<file path="src/rtl/cotm32_pkg.sv">
// Core-wide architectural constants shared by the cotm32 datapath blocks.
package cotm32_pkg;
    localparam int unsigned XLEN     = 32;
    localparam int unsigned NUM_REGS = 32;
endpackage

</file>
<file path="src/rtl/regfile_read_arbiter_pkg.sv">
// Defaults and helpers for the register-file read-port arbiter.
package regfile_read_arbiter_pkg;
    localparam int unsigned XLEN             = cotm32_pkg::XLEN;
    localparam int unsigned NUM_REGS         = cotm32_pkg::NUM_REGS;
    localparam int unsigned DEF_N_REQ        = 3;
    localparam int unsigned DEF_STARVE_LIMIT = 4;

    // Round-robin successor over the secondary requesters 1..n_req-1.
    function automatic int unsigned next_rr(input int unsigned k, input int unsigned n_req);
        return (k >= n_req - 1) ? 1 : k + 1;
    endfunction
endpackage

</file>
<file path="src/rtl/regfile_read_arbiter_if.sv">
// Request/response bundle between the requesters, the shared read port and the arbiter.
interface regfile_read_arbiter_if
    import regfile_read_arbiter_pkg::*;
#(
    parameter int unsigned N_REQ = DEF_N_REQ,
    parameter int unsigned AW    = $clog2(NUM_REGS),
    parameter int unsigned DW    = XLEN
);
    logic [N_REQ-1:0]         i_req_valid;
    logic [N_REQ-1:0][AW-1:0] i_req_addr;
    logic [N_REQ-1:0]         o_req_ready;
    logic [AW-1:0]            o_raddr;
    logic [DW-1:0]            i_rdata;
    logic [N_REQ-1:0]         o_rsp_valid;
    logic [DW-1:0]            o_rsp_data;

    modport slave (
        input  i_req_valid, i_req_addr, i_rdata,
        output o_req_ready, o_raddr, o_rsp_valid, o_rsp_data
    );

    modport master (
        output i_req_valid, i_req_addr, i_rdata,
        input  o_req_ready, o_raddr, o_rsp_valid, o_rsp_data
    );
endinterface

</file>
<file path="src/rtl/rr_picker.sv">
// Combinational one-hot pick of the first set request bit, scanning upward from ptr_i with wrap.
module rr_picker #(
    parameter int unsigned N = 3
) (
    input  logic [N-1:0]         req_i,
    input  logic [$clog2(N)-1:0] ptr_i,
    output logic [N-1:0]         gnt_o
);
    localparam int unsigned IW = $clog2(N);

    logic          found;
    logic [IW-1:0] idx;

    // NOTE: every output and temporary gets a default before the loop so no latch is inferred.
    always_comb begin
        gnt_o = '0;
        found = 1'b0;
        idx   = '0;
        for (int unsigned i = 0; i < N; i++) begin
            idx = IW'((32'(ptr_i) + i) % N);
            if (!found && req_i[idx]) begin
                gnt_o[idx] = 1'b1;
                found      = 1'b1;
            end
        end
    end
endmodule

</file>
<file path="src/rtl/regfile_read_arbiter.sv">
// Shares one register-file read port: requester 0 has fixed priority, secondaries are
// served round-robin, and a per-secondary aging counter bounds how long requester 0 can starve them.
module regfile_read_arbiter
    import regfile_read_arbiter_pkg::*;
#(
    parameter int unsigned N_REQ        = DEF_N_REQ,
    parameter int unsigned N_REGS       = NUM_REGS,
    parameter int unsigned STARVE_LIMIT = DEF_STARVE_LIMIT
) (
    input  logic                   i_clk,
    input  logic                   i_rst,
    regfile_read_arbiter_if.slave  bus
);
    localparam int unsigned AW = $clog2(N_REGS);
    localparam int unsigned WW = $clog2(STARVE_LIMIT + 1);
    localparam int unsigned PW = $clog2(N_REQ);

    typedef logic [N_REQ-1:0] vec_t;

    logic [WW-1:0] wait_q [N_REQ-1:1];
    logic [WW-1:0] wait_d [N_REQ-1:1];
    logic [PW-1:0] rr_ptr_q, rr_ptr_d;
    vec_t          rsp_valid_q;
    logic [XLEN-1:0] rsp_data_q;

    vec_t          sec_mask, starved_mask, starved_gnt, sec_gnt, grant;
    logic [AW-1:0] raddr;

    always_comb begin
        sec_mask     = bus.i_req_valid;
        sec_mask[0]  = 1'b0;
        starved_mask = '0;
        for (int k = 1; k < N_REQ; k++) begin
            starved_mask[k] = bus.i_req_valid[k] && (wait_q[k] == WW'(STARVE_LIMIT));
        end
    end

    rr_picker #(.N(N_REQ)) u_pick_starved (
        .req_i (starved_mask),
        .ptr_i (rr_ptr_q),
        .gnt_o (starved_gnt)
    );

    rr_picker #(.N(N_REQ)) u_pick_sec (
        .req_i (sec_mask),
        .ptr_i (rr_ptr_q),
        .gnt_o (sec_gnt)
    );

    // Starved secondaries beat requester 0, which beats ordinary secondaries.
    always_comb begin
        if (|starved_gnt) begin
            grant = starved_gnt;
        end else if (bus.i_req_valid[0]) begin
            grant = vec_t'(1);
        end else begin
            grant = sec_gnt;
        end
    end

    always_comb begin
        raddr = '0;
        for (int k = 0; k < N_REQ; k++) begin
            raddr = raddr | (bus.i_req_addr[k] & {AW{grant[k]}});
        end
    end

    always_comb begin
        rr_ptr_d = rr_ptr_q;
        for (int k = 1; k < N_REQ; k++) begin
            if (bus.i_req_valid[k] && !grant[k]) begin
                wait_d[k] = (wait_q[k] == WW'(STARVE_LIMIT)) ? wait_q[k] : wait_q[k] + WW'(1);
            end else begin
                wait_d[k] = '0;
            end
            if (grant[k]) begin
                rr_ptr_d = PW'(next_rr(k, N_REQ));
            end
        end
    end

    // NOTE: sequential state uses non-blocking assignments so every flop samples pre-edge values.
    always_ff @(posedge i_clk or posedge i_rst) begin
        if (i_rst) begin
            rr_ptr_q    <= PW'(1);
            rsp_valid_q <= '0;
            rsp_data_q  <= '0;
            for (int k = 1; k < N_REQ; k++) begin
                wait_q[k] <= '0;
            end
        end else begin
            rr_ptr_q    <= rr_ptr_d;
            rsp_valid_q <= grant;
            if (|grant) begin
                rsp_data_q <= bus.i_rdata;
            end
            for (int k = 1; k < N_REQ; k++) begin
                wait_q[k] <= wait_d[k];
            end
        end
    end

    assign bus.o_req_ready = grant;
    assign bus.o_raddr     = raddr;
    assign bus.o_rsp_valid = rsp_valid_q;
    assign bus.o_rsp_data  = rsp_data_q;
endmodule

</file>
<file path="src/flat_wrapper.sv">
// flat-port wrapper written by rule: the top's interface ports become plain ports
module regfile_read_arbiter_flat import regfile_read_arbiter_pkg::*;
#(
    parameter int unsigned N_REQ        = DEF_N_REQ,
    parameter int unsigned N_REGS       = NUM_REGS,
    parameter int unsigned STARVE_LIMIT = DEF_STARVE_LIMIT
)
  (i_clk, i_rst, bus_i_req_valid, bus_i_req_addr, bus_i_rdata, bus_o_req_ready, bus_o_raddr, bus_o_rsp_valid, bus_o_rsp_data);
  regfile_read_arbiter_if #(.N_REQ(N_REQ), .AW(($clog2(N_REGS))), .DW(XLEN)) bus_i ();
  input  logic i_clk;
  input  logic i_rst;
  input wire logic [$bits(bus_i.i_req_valid)-1:0] bus_i_req_valid;
  input wire logic [$bits(bus_i.i_req_addr)-1:0] bus_i_req_addr;
  input wire logic [$bits(bus_i.i_rdata)-1:0] bus_i_rdata;
  output wire logic [$bits(bus_i.o_req_ready)-1:0] bus_o_req_ready;
  output wire logic [$bits(bus_i.o_raddr)-1:0] bus_o_raddr;
  output wire logic [$bits(bus_i.o_rsp_valid)-1:0] bus_o_rsp_valid;
  output wire logic [$bits(bus_i.o_rsp_data)-1:0] bus_o_rsp_data;
  assign bus_i.i_req_valid = bus_i_req_valid;
  assign bus_i.i_req_addr = bus_i_req_addr;
  assign bus_i.i_rdata = bus_i_rdata;
  assign bus_o_req_ready = bus_i.o_req_ready;
  assign bus_o_raddr = bus_i.o_raddr;
  assign bus_o_rsp_valid = bus_i.o_rsp_valid;
  assign bus_o_rsp_data = bus_i.o_rsp_data;
  regfile_read_arbiter #(.N_REQ(N_REQ), .N_REGS(N_REGS), .STARVE_LIMIT(STARVE_LIMIT)) u_core (.i_clk(i_clk), .i_rst(i_rst), .bus(bus_i));
endmodule
</file>
<file path="config.mk">
export PLATFORM = sky130hd
export DESIGN_NAME = regfile_read_arbiter_flat
export DESIGN_NICKNAME = d
export VERILOG_FILES = /design/src/rtl/cotm32_pkg.sv /design/src/rtl/regfile_read_arbiter_pkg.sv /design/src/rtl/regfile_read_arbiter_if.sv /design/src/rtl/rr_picker.sv /design/src/rtl/regfile_read_arbiter.sv /design/src/flat_wrapper.sv
export SDC_FILE = /design/constraint.sdc
export NUM_CORES = 1
export LEC_CHECK = 0
export CORE_MARGIN = 3
export CORE_UTILIZATION = 35
export CTS_CLUSTER_DIAMETER = 120
export DETAILED_ROUTE_END_ITERATION = 7
export PLACE_DENSITY = 0.74
export SLEW_MARGIN = 30
export SYNTH_ARGS = -nofsm -noshare
export SYNTH_HDL_FRONTEND = slang
export SYNTH_HIERARCHICAL = 1
export SYNTH_SLANG_ARGS = --single-unit
</file>
<file path="constraint.sdc">
create_clock -name i_clk -period 3.8 [get_ports i_clk]
set_input_delay 0.76 -clock i_clk [delete_from_list [all_inputs] [get_ports i_clk]]
set_output_delay 0.76 -clock i_clk [all_outputs]
set_load 0.05 [all_outputs]
</file>
# After elaboration in Yosys (flattened, before gate mapping)
# Index checks and enable logic that the tools add are counted.
dict set report totals {
  reg_bits 43
  in_bits 52
  elab_cells 87
  out_inout_bits 43
}
dict set report classes {
  muxes 36
  n_bitwise 9
  addsub 4
  n_lt_le_gt_ge 6
  n_reduce_logical 20
  eq_ne 4
  n_div 3
}
# cell count
set ops {}
lappend ops {{$mod 32x2->32 const B} 2}
lappend ops {{$mux 3} 12}
lappend ops {{$mod 2x2->32 const B} 1}
lappend ops {{$and 5x5->5} 3}
lappend ops {{$mux 1} 13}
lappend ops {{$bmux 1 s2} 6}
lappend ops {{$or 3x3->3} 4}
lappend ops {{$logic_and 1x1->1} 11}
lappend ops {{$or 5x5->5} 2}
lappend ops {{$lt 2x3->1 const B} 3}
lappend ops {{$add 3x1->3 const B} 2}
lappend ops {{$demux 1 s2} 3}
lappend ops {{$eq 3x3->1 const B} 2}
lappend ops {{$ge 2x1->1 const B} 3}
lappend ops {{$logic_not 1->1} 6}
lappend ops {{$reduce_or 3->1} 2}
lappend ops {{$mux 2} 2}
lappend ops {{$ne 2x2->1 const B} 2}
lappend ops {{$add 2x1->3 const B} 1}
lappend ops {{$add 2x2->3 const B} 1}
lappend ops {{$reduce_bool 2->1} 1}

# Depth between registers and ports, before layout
# Gate-level depths: netlist of the first run.
dict set report depth {
  ltp_word 16
  mapped_depth 12
  depth_no_buf 10
}

# Hierarchy
# The synthesis of the first run kept the hierarchy.
# module instances seq_area_each_um2 area_each_um2 cells_per_inst
set by_module_without_submodules {}
lappend by_module_without_submodules {regfile_read_arbiter 1 1077.3 1991.9 142}
lappend by_module_without_submodules {rr_picker 2 0.0 272.8 36}

# Worst setup path after synthesis of the first run
# No wires, ideal clock.
dict set report synth_path {
  path_kind {input to output}
  start {input port bus_i_req_valid[1]}
  end {output port bus_o_raddr[0]}
  setup_slack_ps 182
  required_time_ps 3040
  arrival_ps 2858
  path_buffers 1
  path_stages 9
  path_cell_list {and3_1 -> mux2i_1 -> o22ai_1 -> nor4bb_1 -> o31a_1 -> buf_4 -> nor2_4 -> a21oi_1 -> o211ai_1}
}
dict set report synth_via {
  elab_chain_cells 15
  word_cells_on_any_way 43
  classes_between {mux (24); bitwise (9); reduce/logical (10)}
}
# item line_no
set synth_rtl {}
lappend synth_rtl {{start: declaration} flat_wrapper.sv:12} ;# input wire logic [$bits(bus_i.i_req_valid)-1:0] bus_i_req_valid;
lappend synth_rtl {{$logic_and 1x1->1 (*)} regfile_read_arbiter.sv:34} ;# starved_mask[k] = bus.i_req_valid[k] && (wait_q[k] == WW'(STARVE_LIMIT));
lappend synth_rtl {{$bmux 1 s2} rr_picker.sv:21} ;# if (!found && req_i[idx]) begin
lappend synth_rtl {{$mux 1 (implied by the code)} rr_picker.sv:21}
lappend synth_rtl {{$mux 1} rr_picker.sv:21}
lappend synth_rtl {{$logic_not 1->1} rr_picker.sv:21}
lappend synth_rtl {{$logic_and 1x1->1} rr_picker.sv:21}
lappend synth_rtl {{$mux 1} rr_picker.sv:21}
lappend synth_rtl {{$logic_not 1->1} rr_picker.sv:21}
lappend synth_rtl {{$logic_and 1x1->1} rr_picker.sv:21}
lappend synth_rtl {{$mux 3 (*)} rr_picker.sv:21}
lappend synth_rtl {{via u_core.starved_gnt[1]} regfile_read_arbiter.sv:26} ;# vec_t sec_mask, starved_mask, starved_gnt, sec_gnt, grant;
lappend synth_rtl {{$reduce_or 3->1} regfile_read_arbiter.sv:52} ;# if (|starved_gnt) begin
lappend synth_rtl {{$mux 3 (*)} regfile_read_arbiter.sv:52}
lappend synth_rtl {{$and 5x5->5} regfile_read_arbiter.sv:64} ;# raddr = raddr | (bus.i_req_addr[k] & {AW{grant[k]}});
lappend synth_rtl {{$or 5x5->5} regfile_read_arbiter.sv:64}
lappend synth_rtl {{$or 5x5->5 (*)} regfile_read_arbiter.sv:64}
lappend synth_rtl {{end: declaration} flat_wrapper.sv:16} ;# output wire logic [$bits(bus_i.o_raddr)-1:0] bus_o_raddr;
# The timed path passes the listed nets; every way through them passes the cells marked *. The select of a mux whose other input is x is not followed.

# Worst setup path in the final report of the first run
dict set report layout_path {
  start {input port bus_i_req_valid[2]}
  end {output port bus_o_raddr[1]}
}
dict set report layout_via {
  elab_chain_cells 15
  word_cells_on_any_way 43
  classes_between {mux (24); bitwise (9); reduce/logical (10)}
}
# item line_no
set layout_rtl {}
lappend layout_rtl {{$logic_and 1x1->1 (*)} regfile_read_arbiter.sv:34}
lappend layout_rtl {{via u_core.starved_mask[2]} regfile_read_arbiter.sv:26}
lappend layout_rtl {{$bmux 1 s2} rr_picker.sv:21}
lappend layout_rtl {{$mux 1 (implied by the code)} rr_picker.sv:21}
lappend layout_rtl {{$mux 1} rr_picker.sv:21}
lappend layout_rtl {{$logic_not 1->1} rr_picker.sv:21}
lappend layout_rtl {{$logic_and 1x1->1} rr_picker.sv:21}
lappend layout_rtl {{$mux 1} rr_picker.sv:21}
lappend layout_rtl {{$logic_not 1->1} rr_picker.sv:21}
lappend layout_rtl {{$logic_and 1x1->1} rr_picker.sv:21}
lappend layout_rtl {{$mux 3 (*)} rr_picker.sv:21}
lappend layout_rtl {{via u_core.starved_gnt[1]} regfile_read_arbiter.sv:26}
lappend layout_rtl {{$reduce_or 3->1} regfile_read_arbiter.sv:52}
lappend layout_rtl {{$mux 3 (*)} regfile_read_arbiter.sv:52}
lappend layout_rtl {{$and 5x5->5} regfile_read_arbiter.sv:64}
lappend layout_rtl {{$or 5x5->5} regfile_read_arbiter.sv:64}
lappend layout_rtl {{$or 5x5->5 (*)} regfile_read_arbiter.sv:64}
# Marked as above.

==> metrics.txt, run 1 <==
# TYPE chip_impl_metric gauge
chip_impl_metric{name="overflow",unit=""} 0
chip_impl_info{name="whs_endpoint",value="u_core/bus.o_rsp_data[14]$_DFFE_PP0P_"} 1
chip_impl_metric{name="p_per_area",unit="nW/um^2"} 972
chip_impl_metric{name="slowest_delay",unit="ps"} 420
chip_impl_metric{name="r2r_setup_slack",unit="ps"} 920
chip_impl_info{name="critical-path-slowest-cell",value="clkdlybuf4s50_1"} 1
chip_impl_metric{name="gr-usage-met1",unit="%"} 17.9
chip_impl_metric{name="globalRouteTotalUtil",unit="%"} 14.5
chip_impl_metric{name="post-route-period-util",unit="%"} 97.4
chip_impl_metric{name="syn-instance-count",unit=""} 214
chip_impl_metric{name="async_set_reset_flop_share_out_of_synthesis",unit="%"} 100
chip_impl_metric{name="start_util",unit="%"} 36.7
chip_impl_metric{name="post_drt_via_cell_ratio",unit=""} 4.72
chip_impl_metric{name="slew-limit-headroom",unit="%"} 63.8
chip_impl_metric{name="post_route_drc",unit=""} 0
chip_impl_info{name="rr_endpoint",value="u_core/bus.o_rsp_data[15]$_DFFE_PP0P_"} 1
chip_impl_metric{name="cts.sinks",unit=""} 43
chip_impl_metric{name="final_util",unit="%"} 58.0
chip_impl_metric{name="final.min_clock_period",unit="ps"} 3700
chip_impl_info{name="cp_top_family",value="compound AO/OA/AOI/OAI gates"} 1
chip_impl_metric{name="synthesis.yosys.warnings",unit=""} 6
chip_impl_metric{name="synth_sequential_area_ratio",unit="%"} 42.5
chip_impl_metric{name="path_depth_of_the_worst_reg2reg_path",unit=""} 11
chip_impl_metric{name="vdd.ir_drop.worst",unit="mV"} 0.854
chip_impl_info{name="timing.critical_path.cells",value="clkdlybuf4s50_1 > and3_4 > a22oi_2 > o22ai_2 > nor4bb_1 > o31a_1 > nor4b_4 > buf_4 > o21ai_0 > o211ai_1 > buf_12"} 1
chip_impl_info{name="worst_setup_path_end_kind",value="primary output"} 1
chip_impl_metric{name="dp_cells",unit=""} 418
chip_impl_metric{name="ys_ff_latch",unit=""} 43
chip_impl_metric{name="drt_iter0_drc",unit=""} 87
chip_impl_info{name="worst_setup_path_start_kind",value="primary input"} 1
chip_impl_metric{name="die_ar",unit="um^2"} 8310
chip_impl_metric{name="insertion_delay",unit="ps"} 280
chip_impl_metric{name="stdcell_area",unit="um^2"} 4000
chip_impl_metric{name="drt_pass1_iterations",unit=""} 4
chip_impl_metric{name="skew",unit="ps"} 5.96
chip_impl_metric{name="power.static_leakage",unit="nW"} 1.75
chip_impl_metric{name="post_drt_wl_per_cell",unit="um"} 13.8
chip_impl_metric{name="count_of_flip_flops_with_a_built_in_enable_after_synthesis",unit=""} 0
chip_impl_metric{name="synth_cell_type_count",unit=""} 39
chip_impl_metric{name="dr_total_vias",unit=""} 2048
chip_impl_metric{name="timing.final.hold_violations",unit=""} 0
chip_impl_metric{name="path_clk_slew",unit="ps"} 70
chip_impl_metric{name="count_of_input_and_output_buffers",unit=""} 94
chip_impl_metric{name="proportion_of_layout_cells_with_a_drive_suffix_above_1",unit="%"} 31.1
chip_impl_info{name="unrepaired_setup_endpoints_after_global_routing",value="yes"} 1
chip_impl_info{name="synth_top_flop_cell",value="dfrtp_1"} 1
chip_impl_metric{name="grtUsageMet2",unit="%"} 24.1
chip_impl_metric{name="crit_arrival",unit="ps"} 2940
chip_impl_metric{name="final_nets",unit=""} 401
chip_impl_metric{name="drtAntennaViolNets",unit=""} 0
chip_impl_metric{name="cts_inserted_buffers",unit=""} 5
chip_impl_info{name="root_buffer_master",value="clkbuf_8"} 1
chip_impl_metric{name="drt-total-wl",unit="um"} 5970
chip_impl_metric{name="synthesis.area",unit="um^2"} 2540
chip_impl_metric{name="core_area",unit="um^2"} 6910
chip_impl_metric{name="grt_antenna_before_repair",unit=""} 0
chip_impl_metric{name="detailed_place.area",unit="um^2"} 3740
chip_impl_info{name="most_used_routing_layer_in_global_routing",value="met2"} 1
chip_impl_metric{name="area_growth",unit="%"} 57.7
chip_impl_metric{name="layout_cells_excl_fill",unit=""} 434
chip_impl_info{name="final_common_cell",value="clkdlybuf4s50_1"} 1
chip_impl_metric{name="postSynthAreaPerCell",unit="um^2"} 11.9
chip_impl_metric{name="critical_path.max_fanout",unit=""} 7
chip_impl_info{name="cts_tree",value="yes"} 1
chip_impl_info{name="final_cell_mix",value="clkdlybuf4s50_1 (85), dfrtp_1 (41), buf_4 (25)"} 1
chip_impl_metric{name="timing_worst_slew_pin_value",unit="ps"} 541
chip_impl_info{name="run_status",value="finished, final reports clean"} 1
chip_impl_metric{name="grt_pass1_wl",unit="um"} 9660
chip_impl_info{name="hold_path.class",value="reg2reg"} 1
chip_impl_metric{name="die_height",unit="um"} 91.1
chip_impl_metric{name="cts_buffer_depth",unit=""} 2
chip_impl_metric{name="setup-violations-final",unit=""} 0
chip_impl_metric{name="finalWeightedCongestion",unit=""} 0.779
chip_impl_metric{name="htree_levels",unit=""} 2
chip_impl_metric{name="insertedDiodeCount",unit=""} 0
chip_impl_info{name="timing.rr.start",value="u_core/rr_ptr_q[0]$_DFFE_PP1P_"} 1
chip_impl_metric{name="maximum_number_of_pins_on_one_net_before_global_route_repair",unit=""} 43
chip_impl_metric{name="die_width",unit="um"} 91.1
chip_impl_metric{name="crit_required",unit="ps"} 3040
chip_impl_metric{name="buffering_stage_count_on_the_worst_path_with_inverters_included",unit=""} 3
chip_impl_metric{name="hold_slack",unit="ps"} 511
chip_impl_info{name="hp-start",value="u_core/bus.o_rsp_data[14]$_DFFE_PP0P_"} 1
chip_impl_metric{name="max_cap_violations",unit=""} 0
chip_impl_metric{name="maxSlewViolCount",unit=""} 0
chip_impl_metric{name="maxClockFrequency",unit="MHz"} 270
chip_impl_metric{name="grt_pass1_vias",unit=""} 2037
chip_impl_metric{name="dpl.hpwl",unit="um"} 4510
chip_impl_metric{name="io_pins",unit=""} 95
chip_impl_info{name="critPathKind",value="in2out"} 1
chip_impl_metric{name="whs_path_depth",unit=""} 1
chip_impl_metric{name="row_count",unit=""} 30
chip_impl_metric{name="global_route_met3_utilization",unit="%"} 4.56
## worst max path at each step
stage / cells after the start / slack (ps) / startpoint / to
after floorplan: 9 / 180 / bus_i_req_valid[1] / bus_o_raddr[0]
after global placement: 11 / -60 / bus_i_req_valid[1] / bus_o_req_ready[1]
after detailed placement: 10 / -140 / bus_i_req_valid[1] / bus_o_raddr[2]
after CTS: 11 / 2 / bus_i_req_valid[2] / bus_o_raddr[0]
after global routing: 11 / -40 / bus_i_req_valid[2] / bus_o_raddr[1]
final: 11 / 100 / bus_i_req_valid[2] / bus_o_raddr[1]
## through the flow
| step | worst slack (ps) | setup TNS, ps | total power, mW |
|---|---|---|---|
| floorplan | 182 | 0 | 2.51 |
| global placement | -56.6 | -291 | 3.37 |
| CTS | 2.35 | 0 | 3.86 |
| finish | 99.6 | 0 | 3.89 |
| detailed placement | -138 | -838 | 3.41 |
| global route | -37.9 | -157 | 4.10 |
## final cells by class
type                       instances  area [um^2]
sequential                        43         1080
fill                             588         2900
tap                               96          120
inverter                          21         78.8
clock inverter                     1         30.0
clock buffer                       7         76.3
multi-input combinational        147         1400
timing repair buffer             119         1220
## power by group
| group | internal, mW | switching [mW] |
|---|---|---|
| Sequential | 0.646 | 0.109 |
| Clock | 0.197 | 0.141 |
| Combinational | 1.24 | 1.56 |
| Total | 2.09 | 1.81 |
## cell usage after synthesis (3+ instances only)
cell | instances | area share (%)
and3_1 | 4 | 0.99
dfrtp_1 | 42 | 41
inv_1 | 21 | 3.1
o211ai_1 | 15 | 4.4
nand3b_1 | 6 | 1.8
nor2_1 | 3 | 0.44
buf_2 | 3 | 0.59
nand2_1 | 4 | 0.59
mux2_4 | 14 | 8.3
ha_1 | 12 | 5.9
mux2_2 | 20 | 8.9
buf_6 | 5 | 2.2
a21oi_1 | 3 | 0.59
o21ai_0 | 14 | 2.8
mux2i_1 | 8 | 3.2
## layer usage
layer / vias to the layer above / part of all wire, %
met1: 964 / 45
met4: 0 / 0.82
li1: 1002 / -
met3: 4 / 6.8
met5: - / 0
met2: 78 / 48
## sequential cells by signal (all words and copies together), names as in the netlist
name / count
u_core/bus.o_rsp_data: 32
u_core/bus.o_rsp_valid: 3
u_core/wait_q: 6
u_core/rr_ptr_q: 2
## cells by family after synthesis
family | count (synthesis) | share of synthesized area (%)
multiplexers | 42 | 20.3
XOR/XNOR | 2 | 0.690
flip-flops | 43 | 42.5
AO/OA/AOI/OAI | 46 | 12.3
adder cells (fa/ha/maj) | 12 | 5.92
AND/OR/NAND/NOR | 35 | 11.3
other | 1 | 0.148
buffers and inverters | 33 | 6.90
## timing repair
item,4_1_cts,5_1_grt
gates resized for setup,13,19
hold buffers,0,0
endpoints found under the setup margin,7,8
pin swaps,8,9
setup buffers,5,3
No activity file was read; power rests on OpenSTA's default activity.
==> run 2: changes to the inputs <==
==> constraint.sdc (replaced) <==
create_clock -name i_clk -period 4.7 [get_ports i_clk]
set_input_delay 0.94 -clock i_clk [delete_from_list [all_inputs] [get_ports i_clk]]
set_output_delay 0.94 -clock i_clk [all_outputs]
set_load 0.05 [all_outputs]
==> metrics.txt, run 2 (synthesized netlist as in run 1, its figures left out) <==
# TYPE chip_impl_metric gauge
chip_impl_metric{name="post_route_drc",unit=""} 0
chip_impl_metric{name="dp_cells",unit=""} 406
chip_impl_metric{name="drt_pass1_iterations",unit=""} 6
chip_impl_info{name="critPathKind",value="in2out"} 1
chip_impl_metric{name="die_width",unit="um"} 91.1
chip_impl_metric{name="htree_levels",unit=""} 2
chip_impl_metric{name="start_util",unit="%"} 36.7
chip_impl_info{name="worst_setup_path_end_kind",value="primary output"} 1
chip_impl_metric{name="row_count",unit=""} 30
chip_impl_metric{name="insertedDiodeCount",unit=""} 0
chip_impl_metric{name="setup-tns-final",unit="ps"} 0
chip_impl_metric{name="final_nets",unit=""} 381
chip_impl_info{name="critical-path-slowest-cell",value="o211ai_1"} 1
chip_impl_info{name="timing.critical_path.cells",value="clkdlybuf4s50_1 > and3_1 > mux2i_1 > o21ai_0 > o211ai_1 > o211ai_1 > nor4b_4 > nor2_1 > inv_1 > buf_12"} 1
chip_impl_metric{name="buffering_stage_count_on_the_worst_path_with_inverters_included",unit=""} 3
chip_impl_metric{name="setup-violations-final",unit=""} 0
chip_impl_metric{name="maxClockFrequency",unit="MHz"} 227
chip_impl_metric{name="count_of_input_and_output_buffers",unit=""} 94
chip_impl_metric{name="core_area",unit="um^2"} 6910
chip_impl_metric{name="post-route-period-util",unit="%"} 93.6
chip_impl_metric{name="layout_cells_excl_fill",unit=""} 414
chip_impl_metric{name="cts_buffer_depth",unit=""} 2
chip_impl_metric{name="power.static_leakage",unit="nW"} 1.63
chip_impl_metric{name="die_ar",unit="um^2"} 8310
chip_impl_metric{name="proportion_of_layout_cells_with_a_drive_suffix_above_1",unit="%"} 21.7
chip_impl_metric{name="insertion_delay",unit="ps"} 290
chip_impl_metric{name="finalWeightedCongestion",unit=""} 0.803
chip_impl_metric{name="overflow",unit=""} 0
chip_impl_metric{name="grt_antenna_before_repair",unit=""} 0
chip_impl_metric{name="r2r_setup_slack",unit="ps"} 1490
chip_impl_metric{name="post_drt_via_cell_ratio",unit=""} 4.79
chip_impl_metric{name="postCtsResizedCells",unit=""} 0
chip_impl_metric{name="timing.final.hold_violations",unit=""} 0
chip_impl_metric{name="drt-total-wl",unit="um"} 5870
chip_impl_info{name="cp_top_family",value="buffers and inverters"} 1
chip_impl_info{name="unrepaired_setup_endpoints_after_global_routing",value="no"} 1
chip_impl_metric{name="crit_required",unit="ps"} 3760
chip_impl_metric{name="filler_cell_count",unit=""} 628
chip_impl_metric{name="critical_path.max_fanout",unit=""} 7
chip_impl_metric{name="slew-limit-headroom",unit="%"} 59.7
chip_impl_metric{name="cts.sinks",unit=""} 43
chip_impl_metric{name="globalRouteTotalUtil",unit="%"} 14.3
chip_impl_metric{name="die_height",unit="um"} 91.1
chip_impl_metric{name="vdd.ir_drop.worst",unit="mV"} 0.496
chip_impl_metric{name="drt_iter0_drc",unit=""} 60
chip_impl_info{name="hold_path.class",value="reg2reg"} 1
chip_impl_metric{name="timing_worst_slew_pin_value",unit="ps"} 602
chip_impl_metric{name="grt_pass1_wl",unit="um"} 9690
chip_impl_info{name="root_buffer_master",value="clkbuf_8"} 1
chip_impl_metric{name="dr_total_vias",unit=""} 1983
chip_impl_info{name="worst_setup_path_start_kind",value="primary input"} 1
chip_impl_metric{name="final.min_clock_period",unit="ps"} 4400
chip_impl_info{name="final_cell_mix",value="clkdlybuf4s50_1 (86), dfrtp_1 (42), inv_1 (21)"} 1
chip_impl_metric{name="drtAntennaViolNets",unit=""} 0
chip_impl_metric{name="area_growth",unit="%"} 47.1
chip_impl_metric{name="p_per_area",unit="nW/um^2"} 772
chip_impl_metric{name="maxSlewViolCount",unit=""} 0
chip_impl_info{name="cts_tree",value="yes"} 1
chip_impl_metric{name="slowest_delay",unit="ps"} 520
chip_impl_metric{name="grt_pass1_vias",unit=""} 1989
chip_impl_info{name="cp_common_cell",value="o211ai_1"} 1
chip_impl_metric{name="dpl.hpwl",unit="um"} 4500
chip_impl_metric{name="cts_post_setup_buffers_inserted",unit=""} 0
chip_impl_metric{name="path_clk_slew",unit="ps"} 80
chip_impl_metric{name="cts_hold_buf",unit=""} 0
chip_impl_metric{name="hold_slack",unit="ps"} 510
chip_impl_info{name="final_common_cell",value="clkdlybuf4s50_1"} 1
chip_impl_metric{name="io_pins",unit=""} 95
chip_impl_metric{name="cts_inserted_buffers",unit=""} 5
chip_impl_metric{name="maximum_number_of_pins_on_one_net_before_global_route_repair",unit=""} 44
chip_impl_info{name="run_status",value="finished, final reports clean"} 1
chip_impl_metric{name="max_cap_violations",unit=""} 0
chip_impl_metric{name="crit_arrival",unit="ps"} 3460
chip_impl_metric{name="post_drt_wl_per_cell",unit="um"} 14.2
chip_impl_metric{name="largest_reg_flops",unit=""} 32
chip_impl_metric{name="skew",unit="ps"} 5.69
run 2: routing by layer:
layer / global-route usage [%] / wire (um) / up-vias
li1: - / - / 963
met5: 0 / 0 / -
met1: 18.4 / 2570 / 940
met4: 3.77 / 58 / 0
met3: 4.31 / 414 / 5
met2: 23.4 / 2830 / 75
run 2: through the flow:
stage,setup slack (ps),power (mW),util [%],cell area (um^2)
6_report,302,2.88,54.1,3730
2_1_floorplan,722,2.03,-,2570
3_3_place_gp,388,2.63,52.7,3640
4_1_cts,296,2.92,54.1,3730
5_1_grt,69.0,3.05,54.1,3730
3_5_place_dp,297,2.66,52.7,3640
run 2: path summary, 6_finish.rpt:
kind,cells past startpoint,from,endpoint
min,1,u_core/bus.o_rsp_data[28]$_DFFE_PP0P_,u_core/bus.o_rsp_data[28]$_DFFE_PP0P_
max in group asynchronous,3,i_rst,u_core/wait_q[3]$_DFFE_PP0P_
max,10,bus_i_req_valid[1],bus_o_req_ready[2]
max reg2reg,9,u_core/rr_ptr_q[0]$_DFFE_PP1P_,u_core/bus.o_rsp_data[7]$_DFFE_PP0P_
min reg2reg,1,u_core/bus.o_rsp_data[28]$_DFFE_PP0P_,u_core/bus.o_rsp_data[28]$_DFFE_PP0P_
min in group asynchronous,3,i_rst,u_core/bus.o_rsp_data[27]$_DFFE_PP0P_
run 2: final cells by class:
cell class | count | area (um^2) | area share (%)
clock buffers | 5 | 68.8 | 1.84
clock inverters | 3 | 23.8 | 0.637
inverters | 21 | 78.8 | 2.11
multi-input cells | 147 | 1320 | 35.3
flip-flops and latches | 43 | 1080 | 28.9
well taps | 96 | 120 | 3.22
repair buffers | 99 | 1050 | 28.0
run 2: report_power, final:
group          total [mW]  internal [mW]  leakage, nW  switching (mW)
Clock               0.240          0.106       0.0408           0.133
Sequential          0.605          0.521        0.514          0.0835
Combinational        2.04          0.840         1.07            1.20
Total                2.88           1.47         1.63            1.42
==> run 3: changes to the inputs <==
--- a/config.mk
+++ b/config.mk
@@ -9,7 +9,7 @@
 export CORE_UTILIZATION = 35
 export CTS_CLUSTER_DIAMETER = 120
 export DETAILED_ROUTE_END_ITERATION = 7
-export PLACE_DENSITY = 0.74
+export PLACE_DENSITY = 0.66
 export SLEW_MARGIN = 30
 export SYNTH_ARGS = -nofsm -noshare
 export SYNTH_HDL_FRONTEND = slang
==> metrics.txt, run 3 (synthesized netlist as in run 1, its figures left out) <==
# TYPE chip_impl_metric gauge
chip_impl_info{name="run_status",value="finished, final reports clean"} 1
chip_impl_metric{name="die_ar",unit="um^2"} 8310
chip_impl_metric{name="slew-limit-headroom",unit="%"} 57.1
chip_impl_metric{name="dp_slack",unit="ps"} 184
chip_impl_metric{name="maxClockFrequency",unit="MHz"} 225
chip_impl_metric{name="drt_iter0_drc",unit=""} 93
chip_impl_metric{name="hold_slack",unit="ps"} 510
chip_impl_metric{name="power.static_leakage",unit="nW"} 1.63
chip_impl_metric{name="critical_path.max_fanout",unit=""} 9
chip_impl_metric{name="final.min_clock_period",unit="ps"} 4450
chip_impl_metric{name="die_height",unit="um"} 91.1
chip_impl_metric{name="maxSlewViolCount",unit=""} 0
chip_impl_metric{name="htree_levels",unit=""} 2
chip_impl_metric{name="core_area",unit="um^2"} 6910
chip_impl_metric{name="dr_total_vias",unit=""} 1985
chip_impl_metric{name="io_pins",unit=""} 95
chip_impl_metric{name="cts_hold_buf",unit=""} 0
chip_impl_metric{name="path_depth_of_the_worst_reg2reg_path",unit=""} 9
chip_impl_metric{name="cts_buffer_depth",unit=""} 2
chip_impl_metric{name="dpl.hpwl",unit="um"} 4460
chip_impl_info{name="cts_tree",value="yes"} 1
chip_impl_info{name="critical-path-slowest-cell",value="clkdlybuf4s50_1"} 1
chip_impl_metric{name="row_count",unit=""} 30
chip_impl_metric{name="whs_path_depth",unit=""} 1
chip_impl_info{name="hold_path.class",value="reg2reg"} 1
chip_impl_metric{name="count_of_input_and_output_buffers",unit=""} 94
chip_impl_metric{name="buffering_stage_count_on_the_worst_path_with_inverters_included",unit=""} 2
chip_impl_metric{name="post-route-period-util",unit="%"} 94.7
chip_impl_info{name="worst_setup_path_end_kind",value="primary output"} 1
chip_impl_metric{name="vdd.ir_drop.worst",unit="mV"} 0.501
chip_impl_info{name="final_common_cell",value="clkdlybuf4s50_1"} 1
chip_impl_metric{name="grt_pass1_vias",unit=""} 1938
chip_impl_metric{name="multi_input_logic_area",unit="um^2"} 1330
chip_impl_metric{name="drt_pass1_iterations",unit=""} 4
chip_impl_info{name="cp_top_family",value="compound AO/OA/AOI/OAI gates"} 1
chip_impl_metric{name="setup-tns-final",unit="ps"} 0
chip_impl_metric{name="crit_arrival",unit="ps"} 3510
chip_impl_metric{name="grt_antenna_before_repair",unit=""} 0
chip_impl_metric{name="seqCellArea",unit="um^2"} 1080
chip_impl_metric{name="cts.sinks",unit=""} 43
chip_impl_metric{name="maximum_number_of_pins_on_one_net_before_global_route_repair",unit=""} 44
chip_impl_metric{name="crit_required",unit="ps"} 3760
chip_impl_metric{name="drt-total-wl",unit="um"} 5930
chip_impl_metric{name="timing.final.hold_violations",unit=""} 0
chip_impl_info{name="worst_setup_path_start_kind",value="primary input"} 1
chip_impl_info{name="unrepaired_setup_endpoints_after_global_routing",value="no"} 1
chip_impl_metric{name="final_nets",unit=""} 382
chip_impl_metric{name="critical_path_cell_count",unit=""} 10
chip_impl_metric{name="timing_worst_slew_pin_value",unit="ps"} 641
chip_impl_metric{name="die_width",unit="um"} 91.1
chip_impl_metric{name="setup-violations-final",unit=""} 0
chip_impl_metric{name="detailed_place.area",unit="um^2"} 3630
chip_impl_metric{name="filler_cell_count",unit=""} 630
chip_impl_info{name="final_cell_mix",value="clkdlybuf4s50_1 (86), dfrtp_1 (42), mux2_2 (20), inv_1 (20), o211ai_1 (15)"} 1
chip_impl_metric{name="overflow",unit=""} 0
chip_impl_metric{name="stdcell_area",unit="um^2"} 3750
chip_impl_metric{name="post_drt_via_cell_ratio",unit=""} 4.78
chip_impl_metric{name="area_growth",unit="%"} 47.7
chip_impl_metric{name="post_route_drc",unit=""} 0
chip_impl_metric{name="drtAntennaViolNets",unit=""} 0
chip_impl_metric{name="finalWeightedCongestion",unit=""} 0.823
chip_impl_metric{name="post_drt_wl_per_cell",unit="um"} 14.3
chip_impl_info{name="timing.critical_path.cells",value="clkdlybuf4s50_1 > and3_1 > mux2i_1 > o22ai_2 > nor4bb_1 > o31a_2 > nor4b_4 > o21ai_0 > o211ai_1 > buf_12"} 1
chip_impl_metric{name="largest_reg_flops",unit=""} 32
chip_impl_metric{name="slowest_delay",unit="ps"} 470
chip_impl_metric{name="proportion_of_layout_cells_with_a_drive_suffix_above_1",unit="%"} 22.6
chip_impl_metric{name="insertedDiodeCount",unit=""} 0
chip_impl_metric{name="grt_pass1_wl",unit="um"} 9890
chip_impl_metric{name="skew",unit="ps"} 8.34
chip_impl_metric{name="path_clk_slew",unit="ps"} 80
chip_impl_info{name="critPathKind",value="in2out"} 1
chip_impl_metric{name="p_per_area",unit="nW/um^2"} 776
chip_impl_metric{name="insertion_delay",unit="ps"} 300
chip_impl_metric{name="cts_inserted_buffers",unit=""} 5
chip_impl_metric{name="max_cap_violations",unit=""} 0
chip_impl_info{name="root_buffer_master",value="clkbuf_8"} 1
chip_impl_metric{name="final_worst_slack",unit="ps"} 248
chip_impl_metric{name="start_util",unit="%"} 36.7
chip_impl_metric{name="globalRouteTotalUtil",unit="%"} 14.5
run 3: what timing repair did:
action / in CTS / in global routing
setup endpoints to repair: 0 / 7
setup buffers: 0 / 3
resized for setup: 0 / 2
run 3: final cells by class:
type                       count  share of cell area (%)
clock buffer                   5                    1.84
clock inverter                 3                   0.634
inverter                      21                    2.10
multi-input combinational    147                    35.4
sequential                    43                    28.7
tap                           96                    3.20
timing repair buffer         100                    28.1
run 3: worst register-to-register path, delay by kind of cell (launching register included):
family                     cells  cell delay, ps
adders and majority gates      1             480
and+or+nand+nor                3             680
DFF                            1             600
buffers and inverters          1              80
muxes                          1             500
AOI/OAI and AO/OA              3             740
run 3: final timing paths:
kind,slack [ps],startpoint,to
max,250,bus_i_req_valid[1],bus_o_raddr[2]
min,510,u_core/bus.o_rsp_data[5]$_DFFE_PP0P_,u_core/bus.o_rsp_data[5]$_DFFE_PP0P_
max reg2reg,1510,u_core/rr_ptr_q[0]$_DFFE_PP1P_,u_core/bus.o_rsp_data[0]$_DFFE_PP0P_
min reg2reg,510,u_core/bus.o_rsp_data[5]$_DFFE_PP0P_,u_core/bus.o_rsp_data[5]$_DFFE_PP0P_
max in group asynchronous,3220,i_rst,u_core/rr_ptr_q[0]$_DFFE_PP1P_
min in group asynchronous,1080,i_rst,u_core/bus.o_rsp_data[26]$_DFFE_PP0P_
run 3: routing by layer:
metal / global-route usage, % / routed length, um / vias to the layer above
met1: 19.2 / 2670 / 939
met4: 3.39 / 44 / 0
met2: 23.2 / 2790 / 77
li1: - / - / 965
met5: 0 / 0 / -
met3: 4.47 / 432 / 4
run 3: per-stage QoR:
stage               instances  util, %  power (mW)
floorplan                 223        -        2.03
global placement          404     52.5        2.63
detailed placement        404     52.5        2.65
CTS                       412     53.8        2.91
global route              415     54.3        3.07
finish                    415     54.3        2.91
run 3: power breakdown:
part / switching [mW] / total [mW] / internal, mW
registers: 0.0819 / 0.603 / 0.521
clock network: 0.138 / 0.244 / 0.106
logic: 1.21 / 2.06 / 0.852
